==> src/rtl/arqui_ctrl_fsm_pkg.sv <==
// Shared definitions for the arqui control block: state encodings,
// FIFO bit positions in the status vectors and default threshold values.
package arqui_ctrl_fsm_pkg;

    // One-hot state encoding, also driven directly onto state_out.
    typedef enum logic [4:0] {
        ST_RESET  = 5'b00001,
        ST_INIT   = 5'b00010,
        ST_IDLE   = 5'b00100,
        ST_ACTIVE = 5'b01000,
        ST_ERROR  = 5'b10000
    } state_e;

    // Bit positions inside fifo_empty / fifo_error / error_out.
    localparam int FIFO_MAIN = 0;
    localparam int FIFO_VC0  = 1;
    localparam int FIFO_VC1  = 2;
    localparam int FIFO_D0   = 3;
    localparam int FIFO_D1   = 4;

    // Recommended thresholds for software bring-up (almost-empty / almost-full).
    localparam logic [1:0] DEF_AE_MF = 2'b01;
    localparam logic [1:0] DEF_AF_MF = 2'b11;
    localparam logic [3:0] DEF_AE_VC = 4'b0010;
    localparam logic [3:0] DEF_AF_VC = 4'b1110;
    localparam logic [1:0] DEF_AE_DF = 2'b01;
    localparam logic [1:0] DEF_AF_DF = 2'b11;

endpackage

==> src/rtl/arqui_ctrl_fsm_cfg_regs.sv <==
// Threshold register bank: loads the requested almost-full/almost-empty
// values while load is high and freezes them otherwise. Also reports whether
// the requested set is self-consistent (every almost-full above its
// almost-empty).
module arqui_cfg_regs
    import arqui_ctrl_fsm_pkg::*;
#(
    parameter int MF_AW = 2,
    parameter int VC_AW = 4
) (
    input  logic             clk,
    input  logic             reset_L,
    input  logic             load,
    input  logic [MF_AW-1:0] af_mf_i,
    input  logic [MF_AW-1:0] ae_mf_i,
    input  logic [VC_AW-1:0] af_vc_i,
    input  logic [VC_AW-1:0] ae_vc_i,
    input  logic [MF_AW-1:0] af_df_i,
    input  logic [MF_AW-1:0] ae_df_i,
    output logic [MF_AW-1:0] af_mf_o,
    output logic [MF_AW-1:0] ae_mf_o,
    output logic [VC_AW-1:0] af_vc_o,
    output logic [VC_AW-1:0] ae_vc_o,
    output logic [MF_AW-1:0] af_df_o,
    output logic [MF_AW-1:0] ae_df_o,
    output logic             cfg_ok
);

    logic [MF_AW-1:0] af_mf_q, af_mf_d;
    logic [MF_AW-1:0] ae_mf_q, ae_mf_d;
    logic [VC_AW-1:0] af_vc_q, af_vc_d;
    logic [VC_AW-1:0] ae_vc_q, ae_vc_d;
    logic [MF_AW-1:0] af_df_q, af_df_d;
    logic [MF_AW-1:0] ae_df_q, ae_df_d;

    // Follow the requested values while loading, hold them otherwise.
    always_comb begin
        af_mf_d = af_mf_q;
        ae_mf_d = ae_mf_q;
        af_vc_d = af_vc_q;
        ae_vc_d = ae_vc_q;
        af_df_d = af_df_q;
        ae_df_d = ae_df_q;
        if (load) begin
            af_mf_d = af_mf_i;
            ae_mf_d = ae_mf_i;
            af_vc_d = af_vc_i;
            ae_vc_d = ae_vc_i;
            af_df_d = af_df_i;
            ae_df_d = ae_df_i;
        end
    end

    // Threshold storage, cleared to zero on reset.
    always_ff @(posedge clk or negedge reset_L) begin
        if (!reset_L) begin
            af_mf_q <= '0;
            ae_mf_q <= '0;
            af_vc_q <= '0;
            ae_vc_q <= '0;
            af_df_q <= '0;
            ae_df_q <= '0;
        end else begin
            af_mf_q <= af_mf_d;
            ae_mf_q <= ae_mf_d;
            af_vc_q <= af_vc_d;
            ae_vc_q <= ae_vc_d;
            af_df_q <= af_df_d;
            ae_df_q <= ae_df_d;
        end
    end

    // The check looks at the live request, since that is what gets latched
    // on the edge that leaves configuration.
    assign cfg_ok = (af_mf_i > ae_mf_i) && (af_vc_i > ae_vc_i) && (af_df_i > ae_df_i);

    assign af_mf_o = af_mf_q;
    assign ae_mf_o = ae_mf_q;
    assign af_vc_o = af_vc_q;
    assign ae_vc_o = ae_vc_q;
    assign af_df_o = af_df_q;
    assign ae_df_o = ae_df_q;

endmodule

==> src/rtl/arqui_ctrl_fsm.sv <==
// Main control FSM for the arqui datapath. Walks RESET -> INIT -> IDLE/ACTIVE,
// traps into a sticky ERROR state on any FIFO fault, and publishes all status
// as registers that already reflect the state being entered.
module arqui_ctrl_fsm
    import arqui_ctrl_fsm_pkg::*;
#(
    parameter int MF_AW  = 2,
    parameter int VC_AW  = 4,
    parameter int N_FIFO = 5
) (
    input  logic              clk,
    input  logic              reset_L,
    input  logic              init,
    input  logic [MF_AW-1:0]  afMF_i,
    input  logic [MF_AW-1:0]  aeMF_i,
    input  logic [VC_AW-1:0]  afVC_i,
    input  logic [VC_AW-1:0]  aeVC_i,
    input  logic [MF_AW-1:0]  afDF_i,
    input  logic [MF_AW-1:0]  aeDF_i,
    input  logic [N_FIFO-1:0] fifo_empty,
    input  logic [N_FIFO-1:0] fifo_error,
    output logic [MF_AW-1:0]  afMF_o,
    output logic [MF_AW-1:0]  aeMF_o,
    output logic [VC_AW-1:0]  afVC_o,
    output logic [VC_AW-1:0]  aeVC_o,
    output logic [MF_AW-1:0]  afDF_o,
    output logic [MF_AW-1:0]  aeDF_o,
    output logic [4:0]        state_out,
    output logic [N_FIFO-1:0] error_out,
    output logic              idle_out,
    output logic              active_out,
    output logic              cfg_err_out
);

    state_e state_q, state_d;

    logic [N_FIFO-1:0] error_q, error_d;
    logic              idle_q, idle_d;
    logic              active_q, active_d;
    logic              cfg_err_q, cfg_err_d;

    logic cfg_ok;
    logic any_error;
    logic all_empty;

    assign any_error = |fifo_error;
    assign all_empty = &fifo_empty;

    // Thresholds are only writable while sitting in INIT.
    arqui_cfg_regs #(
        .MF_AW (MF_AW),
        .VC_AW (VC_AW)
    ) u_cfg_regs (
        .clk     (clk),
        .reset_L (reset_L),
        .load    (state_q == ST_INIT),
        .af_mf_i (afMF_i),
        .ae_mf_i (aeMF_i),
        .af_vc_i (afVC_i),
        .ae_vc_i (aeVC_i),
        .af_df_i (afDF_i),
        .ae_df_i (aeDF_i),
        .af_mf_o (afMF_o),
        .ae_mf_o (aeMF_o),
        .af_vc_o (afVC_o),
        .ae_vc_o (aeVC_o),
        .af_df_o (afDF_o),
        .ae_df_o (aeDF_o),
        .cfg_ok  (cfg_ok)
    );

    // State register.
    always_ff @(posedge clk or negedge reset_L) begin
        if (!reset_L) begin
            state_q <= ST_RESET;
        end else begin
            state_q <= state_d;
        end
    end

    // Next-state logic; a FIFO fault beats init, which beats everything else.
    always_comb begin
        state_d = state_q;
        case (state_q)
            ST_RESET: state_d = ST_INIT;
            ST_INIT: begin
                if (any_error)   state_d = ST_ERROR;
                else if (init)   state_d = ST_INIT;
                else if (cfg_ok) state_d = ST_IDLE;
                else             state_d = ST_INIT;
            end
            ST_IDLE: begin
                if (any_error)       state_d = ST_ERROR;
                else if (init)       state_d = ST_INIT;
                else if (!all_empty) state_d = ST_ACTIVE;
                else                 state_d = ST_IDLE;
            end
            ST_ACTIVE: begin
                if (any_error)      state_d = ST_ERROR;
                else if (init)      state_d = ST_INIT;
                else if (all_empty) state_d = ST_IDLE;
                else                state_d = ST_ACTIVE;
            end
            ST_ERROR: state_d = ST_ERROR;
            default:  state_d = ST_RESET;
        endcase
    end

    // Status outputs, computed from the state about to be entered so the
    // registered values line up with state_out on the same edge.
    always_comb begin
        error_d   = error_q;
        cfg_err_d = cfg_err_q;
        idle_d    = (state_d == ST_IDLE);
        active_d  = (state_d == ST_ACTIVE);
        if (state_q != ST_RESET) begin
            error_d = error_q | fifo_error;
        end
        if ((state_q == ST_INIT) && !any_error && !init) begin
            cfg_err_d = !cfg_ok;
        end
    end

    // Status registers.
    always_ff @(posedge clk or negedge reset_L) begin
        if (!reset_L) begin
            error_q   <= '0;
            idle_q    <= 1'b0;
            active_q  <= 1'b0;
            cfg_err_q <= 1'b0;
        end else begin
            error_q   <= error_d;
            idle_q    <= idle_d;
            active_q  <= active_d;
            cfg_err_q <= cfg_err_d;
        end
    end

    assign state_out   = state_q;
    assign error_out   = error_q;
    assign idle_out    = idle_q;
    assign active_out  = active_q;
    assign cfg_err_out = cfg_err_q;

endmodule

==> config.mk <==
export PLATFORM = sky130hd
export DESIGN_NAME = arqui_ctrl_fsm
export DESIGN_NICKNAME = d
export VERILOG_FILES = /design/src/rtl/arqui_ctrl_fsm_pkg.sv /design/src/rtl/arqui_ctrl_fsm_cfg_regs.sv /design/src/rtl/arqui_ctrl_fsm.sv
export SDC_FILE = /design/constraint.sdc
export NUM_CORES = 1
export LEC_CHECK = 0
export CAP_MARGIN = 20
export CORE_MARGIN = 10
export CORE_UTILIZATION = 46
export CTS_CLUSTER_DIAMETER = 120
export DETAILED_ROUTE_END_ITERATION = 10
export PLACE_DENSITY = 0.86
export REMOVE_ABC_BUFFERS = 1
export SLEW_MARGIN = 15
export SYNTH_ARGS = -nofsm -noshare
export SYNTH_HDL_FRONTEND = slang
export SYNTH_SLANG_ARGS = --single-unit
==> constraint.sdc <==
create_clock -name clk -period 4 [get_ports clk]
set_clock_uncertainty 0.1 [all_clocks]
set_input_delay 0.8 -clock clk [delete_from_list [all_inputs] [get_ports clk]]
set_output_delay 0.8 -clock clk [all_outputs]
set_load 0.005 [all_outputs]
==> impl_metrics.ini <==
[critical_path]
ff2ff_setup_slack_ns = 2.37
critical_path_buf_inv_count = 1
cpLargestDelayFamily = flip-flops
critical_path_stages = 1
endpoint_kind = primary output
timing.critical_path.required_ns = 3.10
criticalPathCategory = flop to primary output
crit-reg2reg-launch = state_out[3]$_DFF_PN0_
timing.critical_path.to = state_out[0]
cpPeakStageDelay_ns = 0.64
rr_worst_depth = 3
r2r_end = u_cfg_regs.ae_df_o[0]$_DFFE_PN0P_
cp-startpoint = state_out[0]$_DFF_PN1_
cell_by_cell_listing_of_the_critical_path = clkdlybuf4s50_1
critPathMaxFanout = 8
crit_slowest_cell = sky130_fd_sc_hd__dfstp_2
worst-endpoint-arrival_ns = 1.51
setup.worst_path.start_class = flop

[clocking]
hold_buffers = 0
cts.sink_count = 29
cts_repair_resize_count = 0
clock_buffers_created_by_tritoncts = 5
insertion_delay_ns = 0.33
clk_pin_slew_ns = 0.09
h-tree-depth = 2
tritoncts = yes
postCtsSetupBuffers = 0
clock_root_buffer = sky130_fd_sc_hd__clkbuf_4
cts_buffer_depth = 2

[finish]
filler_cell_count = 240
design.final.nets = 214
multiInputGateArea_um2 = 633.1
areaGrowthSynthToFinish_pct = 46.67
layout.area.seq_um2 = 726.9
count_of_antenna_diodes_in_the_layout = 0
final_layout_size_suffix_gt1_share_pct = 16.85

[timing]
worst_pin_slew_ns = 0.3965
timing_hold_violations_final = 0
setup_viol = 0
drv_slew = 0
worst_hold_slack_ns = 0.3690
layout_worst_path_cycle_share_pct = 60.16
setup_repair_after_global_routing_missed_its_margin = no
fin_crit_ns = 2.406
relSlewSlack_pct = 73.37
tns_ns = 0
clock.fmax_ghz = 0.4156

[routing]
drt_iter0_markers = 26
drt_drc_violations_left = 0
drtPass1Iterations = 4
routed_wl_um = 3768
ant_nets = 0
detail_route.vias_per_cell = 5.289
avgRoutedWirePerCell_um = 17.86
vias = 1116

[global_route]
overflow = 0
number_of_antenna_violations_at_the_first_check_in_global_routing = 0
number_of_global_route_vias_before_repair = 1273
total_track_usage_pct = 14.04
grt_max_degree = 30
wire_length_of_the_first_global_routing_pass_um = 5989

[synth]
synthesis.instances = 113
ys_ff_latch = 29
post_synth.cell_area_avg_um2 = 12.48
syn-cell-area_um2 = 1410
synth.yosys.seq_area_share_pct = 51.55
number_of_distinct_library_cells_after_synthesis = 30
warning_count_from_the_yosys_run = 0

[pwr]
leakagePower_uw = 0.0008730
powerDensity_nw_per_um2 = 586.7
p_total_uw = 1213
max-vdd-ir-drop_v = 0.0003650

[floorplan]
initial_utilization_pct = 46.96
floorplan.die.width_um = 75.37
die_area_um2 = 5680
placement_rows = 20
floorplan.die.height_um = 75.37
fp.coreArea_um2 = 3003
io-pin-count = 58

[placed_design]
io_port_bufs = 57
routabilityCongestion = 0.8287
dpl.hpwl_um = 3063

[job]
maxCapViolations = 0

[min_path]
hold_class = flop to flop

[status]
run_status = completed
## cell type report
type / count / share of cell area (%)
flip-flops and latches: 29 / 35.15
repair buffers: 58 / 27.95
clock buffers: 8 / 2.843
multi-input cells: 75 / 30.61
inverters: 8 / 1.452
well taps: 33 / 1.996
## power by group
part	switching (uW)	total [uW]	internal (uW)
clock	99.1	186	86.6
combinational	188	542	353
sequential	85.4	486	401
## cell usage in the layout, fill, tap and decap left out, types with 3 or more instances in the layout
cell type,count
sky130_fd_sc_hd__nor2_1,5
sky130_fd_sc_hd__mux2_2,9
sky130_fd_sc_hd__nor2b_1,3
sky130_fd_sc_hd__dfrtp_1,28
sky130_fd_sc_hd__clkbuf_4,5
sky130_fd_sc_hd__nand2_1,4
sky130_fd_sc_hd__o21ai_0,4
sky130_fd_sc_hd__mux2_4,7
sky130_fd_sc_hd__ha_1,8
sky130_fd_sc_hd__a21oi_1,5
sky130_fd_sc_hd__clkdlybuf4s50_1,57
sky130_fd_sc_hd__inv_1,8
sky130_fd_sc_hd__a21o_1,5
sky130_fd_sc_hd__nor3_1,4
## cell families after synthesis
family / share of synthesized area, %
adder cells (fa/ha/maj): 7.099
AND/OR/NAND/NOR: 11.89
flip-flops: 51.55
AO/OA/AOI/OAI: 10.65
multiplexers: 14.64
buffers and inverters: 3.549
XOR/XNOR: 0.6212
## Yosys cell counts (all sizes together)
cell	instances	area, um2
and3	1	11.26
xnor2	1	8.760
o21ai	6	30.03
nand2	4	15.01
dfstp	1	26.28
o211ai	1	7.510
nor4	1	21.27
inv	8	30.03
nor2	7	31.28
o21a	1	7.510
buf	1	20.02
dfrtp	28	700.7
nor4b	2	17.52
nand4	1	6.260
nor2b	3	18.77
a31oi	1	6.260
nor3	4	20.02
mux2	16	206.5
a21o	5	37.54
nand3	3	20.02
a22oi	2	15.01
ha	8	100.1
nand2b	1	6.260
a211oi	1	12.51
o41ai	1	8.760
a21oi	5	25.02
## per-layer routing
layer	up-vias	GRT usage (%)	routed length, um
met1	533	13.39	1392
li1	532	-	-
met2	46	25.68	1916
met4	0	3.711	47
met5	-	0	0
met3	5	7.422	411
## metrics by stage
stage          utilization [%]  setup slack [ns]  area (um2)  cells
6_report                 68.88             1.594        2068    211
5_1_grt                  68.88             1.483        2068    211
4_1_cts                  68.88             1.584        2068    211
3_5_place_dp             66.92             1.296        2009    203
3_3_place_gp             66.92             1.409        2009    203
2_1_floorplan                -             1.975        1390    112
## how the worst min path moves through the flow
stage / from / endpoint / slack [ns] / cells past startpoint
2_1_floorplan: error_out[0]$_DFFE_PN0N_ / error_out[0]$_DFFE_PN0N_ / 0.35 / 1
3_3_place_gp: error_out[0]$_DFFE_PN0N_ / error_out[0]$_DFFE_PN0N_ / 0.34 / 1
3_5_place_dp: error_out[1]$_DFFE_PN0N_ / error_out[1]$_DFFE_PN0N_ / 0.35 / 1
4_1_cts: error_out[1]$_DFFE_PN0N_ / error_out[1]$_DFFE_PN0N_ / 0.38 / 1
5_1_grt: error_out[2]$_DFFE_PN0N_ / error_out[2]$_DFFE_PN0N_ / 0.40 / 1
6_report: error_out[1]$_DFFE_PN0N_ / error_out[1]$_DFFE_PN0N_ / 0.37 / 1
## registers in the layout (all words and copies together) (netlist names)
| signal | count |
|---|---|
| active_out | 1 |
| u_cfg_regs.ae_df_o | 2 |
| u_cfg_regs.ae_mf_o | 2 |
| idle_out | 1 |
| u_cfg_regs.ae_vc_o | 4 |
| state_out | 5 |
| cfg_err_out | 1 |
| u_cfg_regs.af_df_o | 2 |
| u_cfg_regs.af_mf_o | 2 |
| error_out | 5 |
| u_cfg_regs.af_vc_o | 4 |
Note: power is estimated with default switching activity, not from simulation.
